--- config.mk ---
export PLATFORM = sky130hd
export DESIGN_NAME = irq_ctrl
export DESIGN_NICKNAME = d
export VERILOG_FILES = /design/src/rtl/irq_pkg.sv /design/src/rtl/irq_ctrl_prio_enc.sv /design/src/rtl/irq_ctrl.sv
export SDC_FILE = /design/constraint.sdc
export NUM_CORES = 1
export LEC_CHECK = 0
export ABC_AREA = 0
export CORE_MARGIN = 3
export CORE_UTILIZATION = 44
export CTS_CLUSTER_DIAMETER = 40
export DETAILED_ROUTE_END_ITERATION = 6
export PLACE_DENSITY_LB_ADDON = 0.12
export SLEW_MARGIN = 20
export SYNTH_ARGS = -nofsm -noshare
export SYNTH_HDL_FRONTEND = slang
export SYNTH_SLANG_ARGS = --single-unit
--- constraint.sdc ---
create_clock -name clk -period 2.42 [get_ports clk]
set_input_delay 0.363 -clock clk [delete_from_list [all_inputs] [get_ports clk]]
set_output_delay 0.363 -clock clk [all_outputs]
set_load 0.02 [all_outputs]
--- src/rtl/irq_pkg.sv ---
// Shared definitions for the vectored interrupt controller: FSM encoding,
// default vector base and the line-index width helper.
package irq_pkg;

  typedef enum logic [1:0] {
    IDLE  = 2'd0,
    REQ   = 2'd1,
    SERVE = 2'd2
  } state_t;

  localparam logic [9:0] VEC_BASE_DEFAULT = 10'h3F0;

  // A single line still needs a 1-bit index so port widths never collapse to zero.
  function automatic int id_w(input int n);
    return (n > 1) ? $clog2(n) : 1;
  endfunction

endpackage

--- src/rtl/irq_ctrl_prio_enc.sv ---
// Fixed-priority encoder: reports whether any request is set and the lowest set index.
// Purely combinational.
module prio_enc
  import irq_pkg::*;
#(
  parameter int N  = 4,
  parameter int IW = id_w(N)
) (
  input  logic [N-1:0]  i_req,
  output logic          o_vld,
  output logic [IW-1:0] o_idx
);

  always_comb begin
    o_vld = |i_req;
    o_idx = '0;
    // Scan downwards so the lowest set index is the last one written.
    for (int i = N - 1; i >= 0; i--) begin
      if (i_req[i]) o_idx = IW'(i);
    end
  end

endmodule

--- src/rtl/irq_ctrl.sv ---
// Vectored interrupt controller: edge-latched requests, fixed lowest-index priority,
// non-nesting request/acknowledge/return handshake with the control unit.
module irq_ctrl
  import irq_pkg::*;
#(
  parameter int              NIRQ     = 4,
  parameter int              PC_W     = 10,
  parameter logic [PC_W-1:0] VEC_BASE = VEC_BASE_DEFAULT
) (
  input  logic            clk,
  input  logic            reset,
  input  logic [NIRQ-1:0] irq,
  input  logic            mask_we,
  input  logic [NIRQ-1:0] mask_in,
  input  logic            ien_in,
  input  logic            int_ack,
  input  logic            reti,
  output logic            int_req,
  output logic [PC_W-1:0] int_vec,
  output logic [NIRQ-1:0] pending,
  output logic [NIRQ-1:0] in_service
);

  localparam int IW = id_w(NIRQ);

  state_t          r_state;
  state_t          w_next;
  logic [NIRQ-1:0] r_irq_q;
  logic [NIRQ-1:0] r_pending;
  logic [NIRQ-1:0] r_mask;
  logic            r_ien;
  logic [IW-1:0]   r_cur_id;

  logic [NIRQ-1:0] w_rise;
  logic [NIRQ-1:0] w_elig;
  logic [NIRQ-1:0] w_cur_oh;
  logic [NIRQ-1:0] w_clr;
  logic            w_win_vld;
  logic [IW-1:0]   w_win_idx;
  logic            w_latch;

  assign w_rise   = irq & ~r_irq_q;
  assign w_elig   = {NIRQ{r_ien}} & r_pending & r_mask;
  assign w_cur_oh = NIRQ'(1) << r_cur_id;
  assign pending  = r_pending;

  prio_enc #(
    .N  (NIRQ),
    .IW (IW)
  ) u_prio_enc (
    .i_req (w_elig),
    .o_vld (w_win_vld),
    .o_idx (w_win_idx)
  );

  always_ff @(posedge clk) begin
    if (reset) r_state <= IDLE;
    else       r_state <= w_next;
  end

  always_comb begin
    w_next = r_state;
    case (r_state)
      IDLE: begin
        if (w_win_vld) w_next = REQ;
      end
      REQ: begin
        // Withdraw uses the registered mask/enable, so a mask write lands one cycle later.
        if (int_ack)                         w_next = SERVE;
        else if (!r_mask[r_cur_id] || !r_ien) w_next = IDLE;
      end
      SERVE: begin
        if (reti) w_next = IDLE;
      end
      default: w_next = IDLE;
    endcase
  end

  always_comb begin
    int_req    = 1'b0;
    int_vec    = '0;
    in_service = '0;
    w_clr      = '0;
    w_latch    = 1'b0;
    case (r_state)
      IDLE: begin
        w_latch = w_win_vld;
      end
      REQ: begin
        int_req = 1'b1;
        int_vec = VEC_BASE + PC_W'({r_cur_id, 2'b00});
        if (int_ack) w_clr = w_cur_oh;
      end
      SERVE: begin
        in_service = w_cur_oh;
      end
      default: ;
    endcase
  end

  always_ff @(posedge clk) begin
    // Tracks irq through reset so a line held high across release is not an edge.
    r_irq_q <= irq;
    if (reset) begin
      r_pending <= '0;
      r_mask    <= '0;
      r_ien     <= 1'b0;
      r_cur_id  <= '0;
    end else begin
      r_pending <= (r_pending & ~w_clr) | w_rise;
      if (mask_we) begin
        r_mask <= mask_in;
        r_ien  <= ien_in;
      end
      if (w_latch) r_cur_id <= w_win_idx;
    end
  end

endmodule

Word level (Yosys, flattened, before mapping)
Cells that the tools add are included.

Magnitude comparators: 1. Mux-type cells: 17. Shifts and indexed selects: 1. Bitwise gates (word level): 7. Reduce and logical (&&, ||, !) cells: 6. Add/subtract/negate cells: 1. Eq/ne operators: 5.

Operator list (count): 4-bit AND (4); 2-bit two-way mux (8); 4-bit two-way mux (3); 10-bit two-way mux (1); 4-bit inverter (2); 5-bit by 5-bit adder with 6-bit output (first input constant) (1); 2-bit case mux with 3 select lines (1); 2-bit inequality test (second input constant) (2); 4-bit bitwise OR (1); 4-bit OR reduction (1); 1-bit by 2-bit left shift with 4-bit output (first input constant) (1); 2-bit by 3-bit less-than comparator with 1-bit output (second input constant) (1); 1-bit two-way mux (3); 3-bit inequality test (second input constant) (1); 3-bit AND reduction (1); 1-bit binary-select mux with 2-bit select (1); 2-bit by 1-bit equality test with 1-bit output (second input constant) (1); 2-bit equality test (second input constant) (1); 1-bit logical NOT (2); 2-bit logical NOT (1); 1-bit logical OR (1).

Logic and storage cells: 44. Register bits: 17.

Logic depth before layout (Yosys ltp)
Gate-level depths: netlist of run 1.

Depth in word-level cells: 7. Depth in mapped cells: 5. Gate-level depth less buffers: 4.

Hierarchy
From an unflattened synthesis of run 1, not the netlist that was laid out.

Cell total of the unflattened synthesis: 85. Area, all modules: 785.8 sq um.

Modules (own cells, without submodules): irq_ctrl (times used 1, area each 750.7 sq um, sequential area each 340.3 sq um, cells an instance 78); prio_enc (times used 1, area each 35.0 sq um, sequential area each 0.0 sq um, cells an instance 7).

Least setup slack after synthesis of run 1
OpenSTA, ideal clock, no wires.

Kind: register to output. From: register r_state[0]. To: output in_service[0]. Path buffers: 0. Arrival: 1.074 ns. Path slack: 0.983 ns. Stages on the path, launching flop included: 3. Cells stage by stage: dfxtp_1 and2b_1 nor3b_1.

Longest elaborated chain between the ends: 2.

Ends and longest elaborated chain: start, declared (RTL line irq_ctrl.sv:26) `state_t r_state;`; start signal, assigned (RTL line irq_ctrl.sv:58) `else r_state <= w_next;`; 2-bit equality test (RTL line irq_ctrl.sv:85) `case (r_state)`; 4-bit two-way mux (RTL line irq_ctrl.sv:85); end, declared (RTL line irq_ctrl.sv:21) `output logic [NIRQ-1:0] in_service`.

Every way passes these cells.

Worst setup path in the final report of run 1
From: register r_state[1]. To: output in_service[0].

The elaborated chain is that of the path after synthesis.

==> metrics.txt, run 1 <==
status completed; post-synthesis average cell area 9.458 sq um; GRT overflow 0; Async SR Flop Fraction 0%; Max VDD drop approximately 0.0004 V; fillcell total ~140; number of DRC markers in iteration 0 8; nets@finish roughly 120; ANT cells 0; Setup crit end kind primary output; final wirelength 1519 microns; Worst-Skew Late Latency ~0.28 ns; htree depth 1; number of global-route vias before repair 602; Synth Area in Compound Gates 12.28%; Die Wd about 48 microns; critical path class flip-flop to primary output; die height 48.50 microns; CTS max path bufs 2; Critical Path AT between 1.5 and 2 ns; synth warn 0; Layout area overhead 34.96%; Rows 14; FMAX about 490 MHz; Seq/Total Area, Yosys around 43%; Net Sw Frac 23.38%; Synth top area share 42.83%; Synth area leader dfxtp_1; Leak 0.4056 nW; die area 2352 sq um; Power, Total between 500 and 600 uW; GRT Total Usage between 10 and 15%; Reg2Reg Setup Slack ~1.0 ns; Max-Cap Viols 0; combinational family with the most area after synthesis simple AND/OR/NAND/NOR gates; design area 1072 sq um; sequential share of power a little under 60%; drt first pass iters 4; Tmin final approximately 2.1 ns; P_sw approximately 120 uW; top-count cell post-synth dfxtp_1; I/O Buffers 30; num ports 33; Clock transition at path regs 0.09 ns; Post-synth EDFFs 0; synth top area cells dfxtp_1 (43%), buf_4 (7.6%), mux2i_1 (6.3%), a21oi_1 (3.8%), nor2_1 (3.8%); hold path cells 2; Gate power share between 10% and 20%; RR Startpoint r_cur_id[0]; antenna violations before repair 0; Crit Path Max Fanout 5; CP required between 2 and 2.5 ns; Post-CTS Setup Bufs 0; Post-Synth Simple-Gate Area 23.94%; max-slew violation count 0; R2R depth 3; routed len/inst ~12 microns; fin crit share 85.00%; xor and xnor area share after synthesis 0%; largest net degree at the start of global routing 15; Placed Cells 127; P_int 400.4 uW; average vias per placed instance ~5.0; unique cell type count in the Yosys netlist 31; HP Start r_irq_q[2]; mux cell area share after synthesis under 10%; Placer Congestion between 0.6 and 0.7; total number of vias ~660; hold_buf cts 0; area share of fa/ha/maj cells after synthesis 0%; placed inst area ~1000 sq um; Post-Route Setup TNS 0 ns; Final Hold Viols 0; Hold Path End pending[2]; clock share of power approximately 28%; CTS Buf Count 3; Synth top cells by count dfxtp_1 (17), buf_4 (8), nor2_1 (8), a21oi_1 (6), mux2i_1 (5); Critical R2R Capture r_state[0]; CTS tree yes; Mapped Cells 84; Syn Std Cell Area a little under 800 sq um; Setup Skew roughly 0.0024 ns; power per standard cell area just under 500 nW/um^2; post-CTS resize count 0; # DRC 0; Top FF cell, synth dfxtp_1; Clock Tree Root clkbuf_4; layout cells sized above 1 under 10%; CTS sink cnt 17; post-route ant nets 0; initial core utilization ~50%; post-detail-place hpwl roughly 1200 microns; global-route wire length before repair between 2000 and 3000 microns; post-route non-filler standard cell count ~130; final setup fails 0; RSZ-0062 raised after global routing false; flops & latches, synth 17; hold crit path type flip-flop to flip-flop; crit path launch type flip-flop; Core Box Area 1594 sq um
## cells by family (layout without fill, tap and decap cells)
logic type	count (synthesis)	count (layout)
simple gates	32	32
flops	17	17
compound gates	15	15
buf+inv	13	35
mux	6	6
other cells	1	2
## cell usage in the layout (no fill, tap or decap)
cell	instances
nand3b_1	1
nor3b_2	1
mux2i_1	5
clkdlybuf4s50_1	30
and3_1	1
nand4b_1	2
buf_4	1
a32o_1	1
nand2b_1	3
nor2_1	8
a22o_1	2
conb_1	2
and3b_1	1
clkbuf_4	3
nor2b_1	3
o21ai_0	1
o21ai_1	3
and2b_1	1
nand2_2	1
nand3_1	2
clkbuf_1	1
mux4_2	1
o31ai_2	1
nor2b_2	1
nor3b_1	1
a211oi_1	1
and2_1	2
a21oi_1	6
dfxtp_1	17
nand4_1	1
nand2_1	3
## how the worst max path moves through the flow
stage,from,endpoint,slack [ns],cells past startpoint
after floorplan,r_state[0],in_service[0],0.98,2
after global placement,r_state[0],in_service[0],0.69,3
after detailed placement,r_state[1],in_service[0],0.67,3
after CTS,r_state[0],in_service[0],0.35,3
after global routing,r_state[1],in_service[0],0.24,3
final,r_state[1],in_service[0],0.36,3
## routing by layer
metal	vias up	global-route usage, %	wire length, microns
met5	-	0	0
met1	302	18.58	673
met3	2	3.374	113
met2	27	22.02	722
met4	0	4.265	9
li1	326	-	-
## power groups by stage
stage | combinational (mW) | sequential (mW) | clock, mW
4_1_cts | 0.0748 | 0.305 | 0.150
3_3_place_gp | 0.0734 | 0.310 | 0
5_1_grt | 0.0803 | 0.306 | 0.167
6_report | 0.0742 | 0.304 | 0.144
2_1_floorplan | 0.0363 | 0.313 | 0
3_5_place_dp | 0.0744 | 0.311 | 0
## area by class of cell
| cell class | instances | area, sq um | share of cell area (%) |
|---|---|---|---|
| Clock buffer | 4 | 26.28 | 2.450 |
| Sequential cell | 17 | 340.3 | 31.74 |
| Timing Repair Buffer | 31 | 307.8 | 28.70 |
| Multi-Input combinational cell | 55 | 367.9 | 34.31 |
| Tap cell | 24 | 30.03 | 2.800 |
## metrics by stage
step | util, % | worst slack [ns] | hold WS (ns)
after floorplan | - | 0.9834 | 0.3907
after global placement | 65.62 | 0.6930 | 0.4733
after detailed placement | 65.62 | 0.6685 | 0.4734
after CTS | 67.27 | 0.3496 | 0.4872
after global routing | 67.27 | 0.2376 | 0.5082
final | 67.27 | 0.3629 | 0.4855
## sequential cells by signal, indices dropped and copies added (netlist names)
register	cells
pending	4
r_cur_id	2
r_ien	1
r_irq_q	4
r_mask	4
r_state	2
## worst max-delay path: stages (launching register included)
cell	delay, ns
dfxtp_1	0.38
and2b_1	0.21
nor3b_1	0.19
clkdlybuf4s50_1	0.63
(Power assumes the default switching activity.)
==> inputs of run 2 (changes only) <==
--- a/config.mk
+++ b/config.mk
@@ -10,7 +10,7 @@
 export CORE_UTILIZATION = 44
 export CTS_CLUSTER_DIAMETER = 40
 export DETAILED_ROUTE_END_ITERATION = 6
-export PLACE_DENSITY_LB_ADDON = 0.12
+export PLACE_DENSITY = 0.9
 export SLEW_MARGIN = 20
 export SYNTH_ARGS = -nofsm -noshare
 export SYNTH_HDL_FRONTEND = slang
==> run 2 against run 1 <==
  * Wire length is 16% higher
  * Hold slack better by 0.0083 ns
  * Die area stayed put
  * Clock-buffer cell count stayed put
  * Via count is 1.4% higher
  * Final area is 0.70% lower
  * Utilization is 0.47 points lower
  * Fmax is 7.7% lower
  * Clock skew is 0.0011 ns lower
==> metrics.txt, run 2 (synthesis gave the netlist of run 1 again) <==
Setup crit end kind primary output; final core occ between 60% and 70%; Tmin final about 2.2 ns; design area around 1100 sq um; CP startpoint r_state[0]; average vias per placed instance slightly above 5; post-route ant nets 0; Core Box Area roughly 1600 sq um; layout cells sized above 1 7.547%; CTS tree yes; Clock transition at path regs 0.09 ns; die height 48.50 microns; Reg2Reg Setup Slack 0.98 ns; largest net degree at the start of global routing 15; commonest cells after routing, fill and taps aside clkdlybuf4s50_1 (30), dfxtp_1 (17), nor2_1 (8); power per standard cell area 494.0 nW/um^2; drt first pass iters 3; die area between 2000 and 2500 sq um; GRT Total Usage roughly 15%; CTS sink cnt 17; Crit-path slowest cell clkdlybuf4s50_1; critical path class flip-flop to primary output; Max VDD drop 0.0004112 V; Critical Path AT 1.87 ns; total number of vias approximately 670; Max-slew headroom 65.27%; CP cell instances nor2b_2, and2_1, clkdlybuf4s50_1; number of global-route vias before repair between 600 and 700; final wirelength 1755 microns; GRT overflow 0; antenna violations before repair 0; Multi-input gate area between 300 and 400 sq um; I/O Buffers 30; initial core utilization between 40% and 50%; Post-CTS Setup Bufs 0; Final Hold Viols 0; Setup Skew 0.001332 ns; number of DRC markers in iteration 0 13; RSZ-0062 raised after global routing false; leading cell type in the layout, fill and taps excluded clkdlybuf4s50_1; final setup fails 0; Crit Path Max Fanout 14; worst slew pin tran between 0.5 and 0.6 ns; Worst-Skew Late Latency about 0.28 ns; CTS max path bufs 2; Largest stage delay, worst path 0.60 ns; Post-Route Setup TNS 0 ns; # DRC 0; Clock Tree Root clkbuf_4; num ports 33; FF+latch area 340.3 sq um; CP required between 2 and 2.5 ns; post-CTS resize count 0; fillcell total 132; htree depth 1; Max-Cap Viols 0; status completed; post-detail-place hpwl ~1300 microns; RR Startpoint r_cur_id[0]; Layout area overhead 34.02%; placed inst area 1039 sq um; Leak 0.4002 nW; ANT cells 0; routed len/inst between 10 and 15 microns; Rows 14; Die Wd between 40 and 50 microns; CTS Buf Count 3; FMAX 448.6 MHz; hold crit path type flip-flop to flip-flop; HP Start r_irq_q[0]; hold_buf cts 0; fin crit share 92.12%; nets@finish between 100 and 150; Placer Congestion 0.7315; global-route wire length before repair approximately 2900 microns; max-slew violation count 0; crit path launch type flip-flop
## run 2: worst max-delay path, delay by kind of cell (launching register included)
family	cells	cell delay [ns]
simple gates	2	0.63
buf+inv	1	0.60
flops	1	0.36
## run 2: final cells by class
type	count	share of cell area (%)
well taps	24	2.820
clock buffers	4	2.468
repair buffers	30	28.20
multi-input cells	55	34.55
flip-flops and latches	17	31.96
## run 2: stage by stage
step / hold slack [ns] / setup slack, ns / instances / power, mW
floorplan: 0.3907 / 0.9834 / 85 / 0.3494
global placement: 0.4744 / 0.5445 / 126 / 0.3832
detailed placement: 0.4856 / 0.5036 / 126 / 0.3861
CTS: 0.4992 / 0.1847 / 130 / 0.5312
global route: 0.5272 / 0.04506 / 130 / 0.5523
finish: 0.4938 / 0.1906 / 130 / 0.5260
## run 2: final timing paths
check	end	cells after the start
setup / recovery	int_vec[2]	3
hold / removal	pending[0]	2
setup reg to reg	r_state[0]	3
hold reg to reg	pending[0]	2
## run 2: report_power, final
group          switching (mW)  leakage, nW  internal [mW]
Combinational          0.0321        0.245         0.0431
Sequential             0.0118        0.140          0.293
Clock                  0.0818       0.0150         0.0639
## run 2: per-layer routing
| layer | up-vias | track usage [%] | part of all wire, % |
|---|---|---|---|
| met2 | 18 | 27.75 | 54 |
| met5 | - | 0 | 0 |
| li1 | 325 | - | - |
| met1 | 321 | 17.59 | 42 |
| met4 | 0 | 5.687 | 0.23 |
| met3 | 2 | 3.374 | 4.3 |
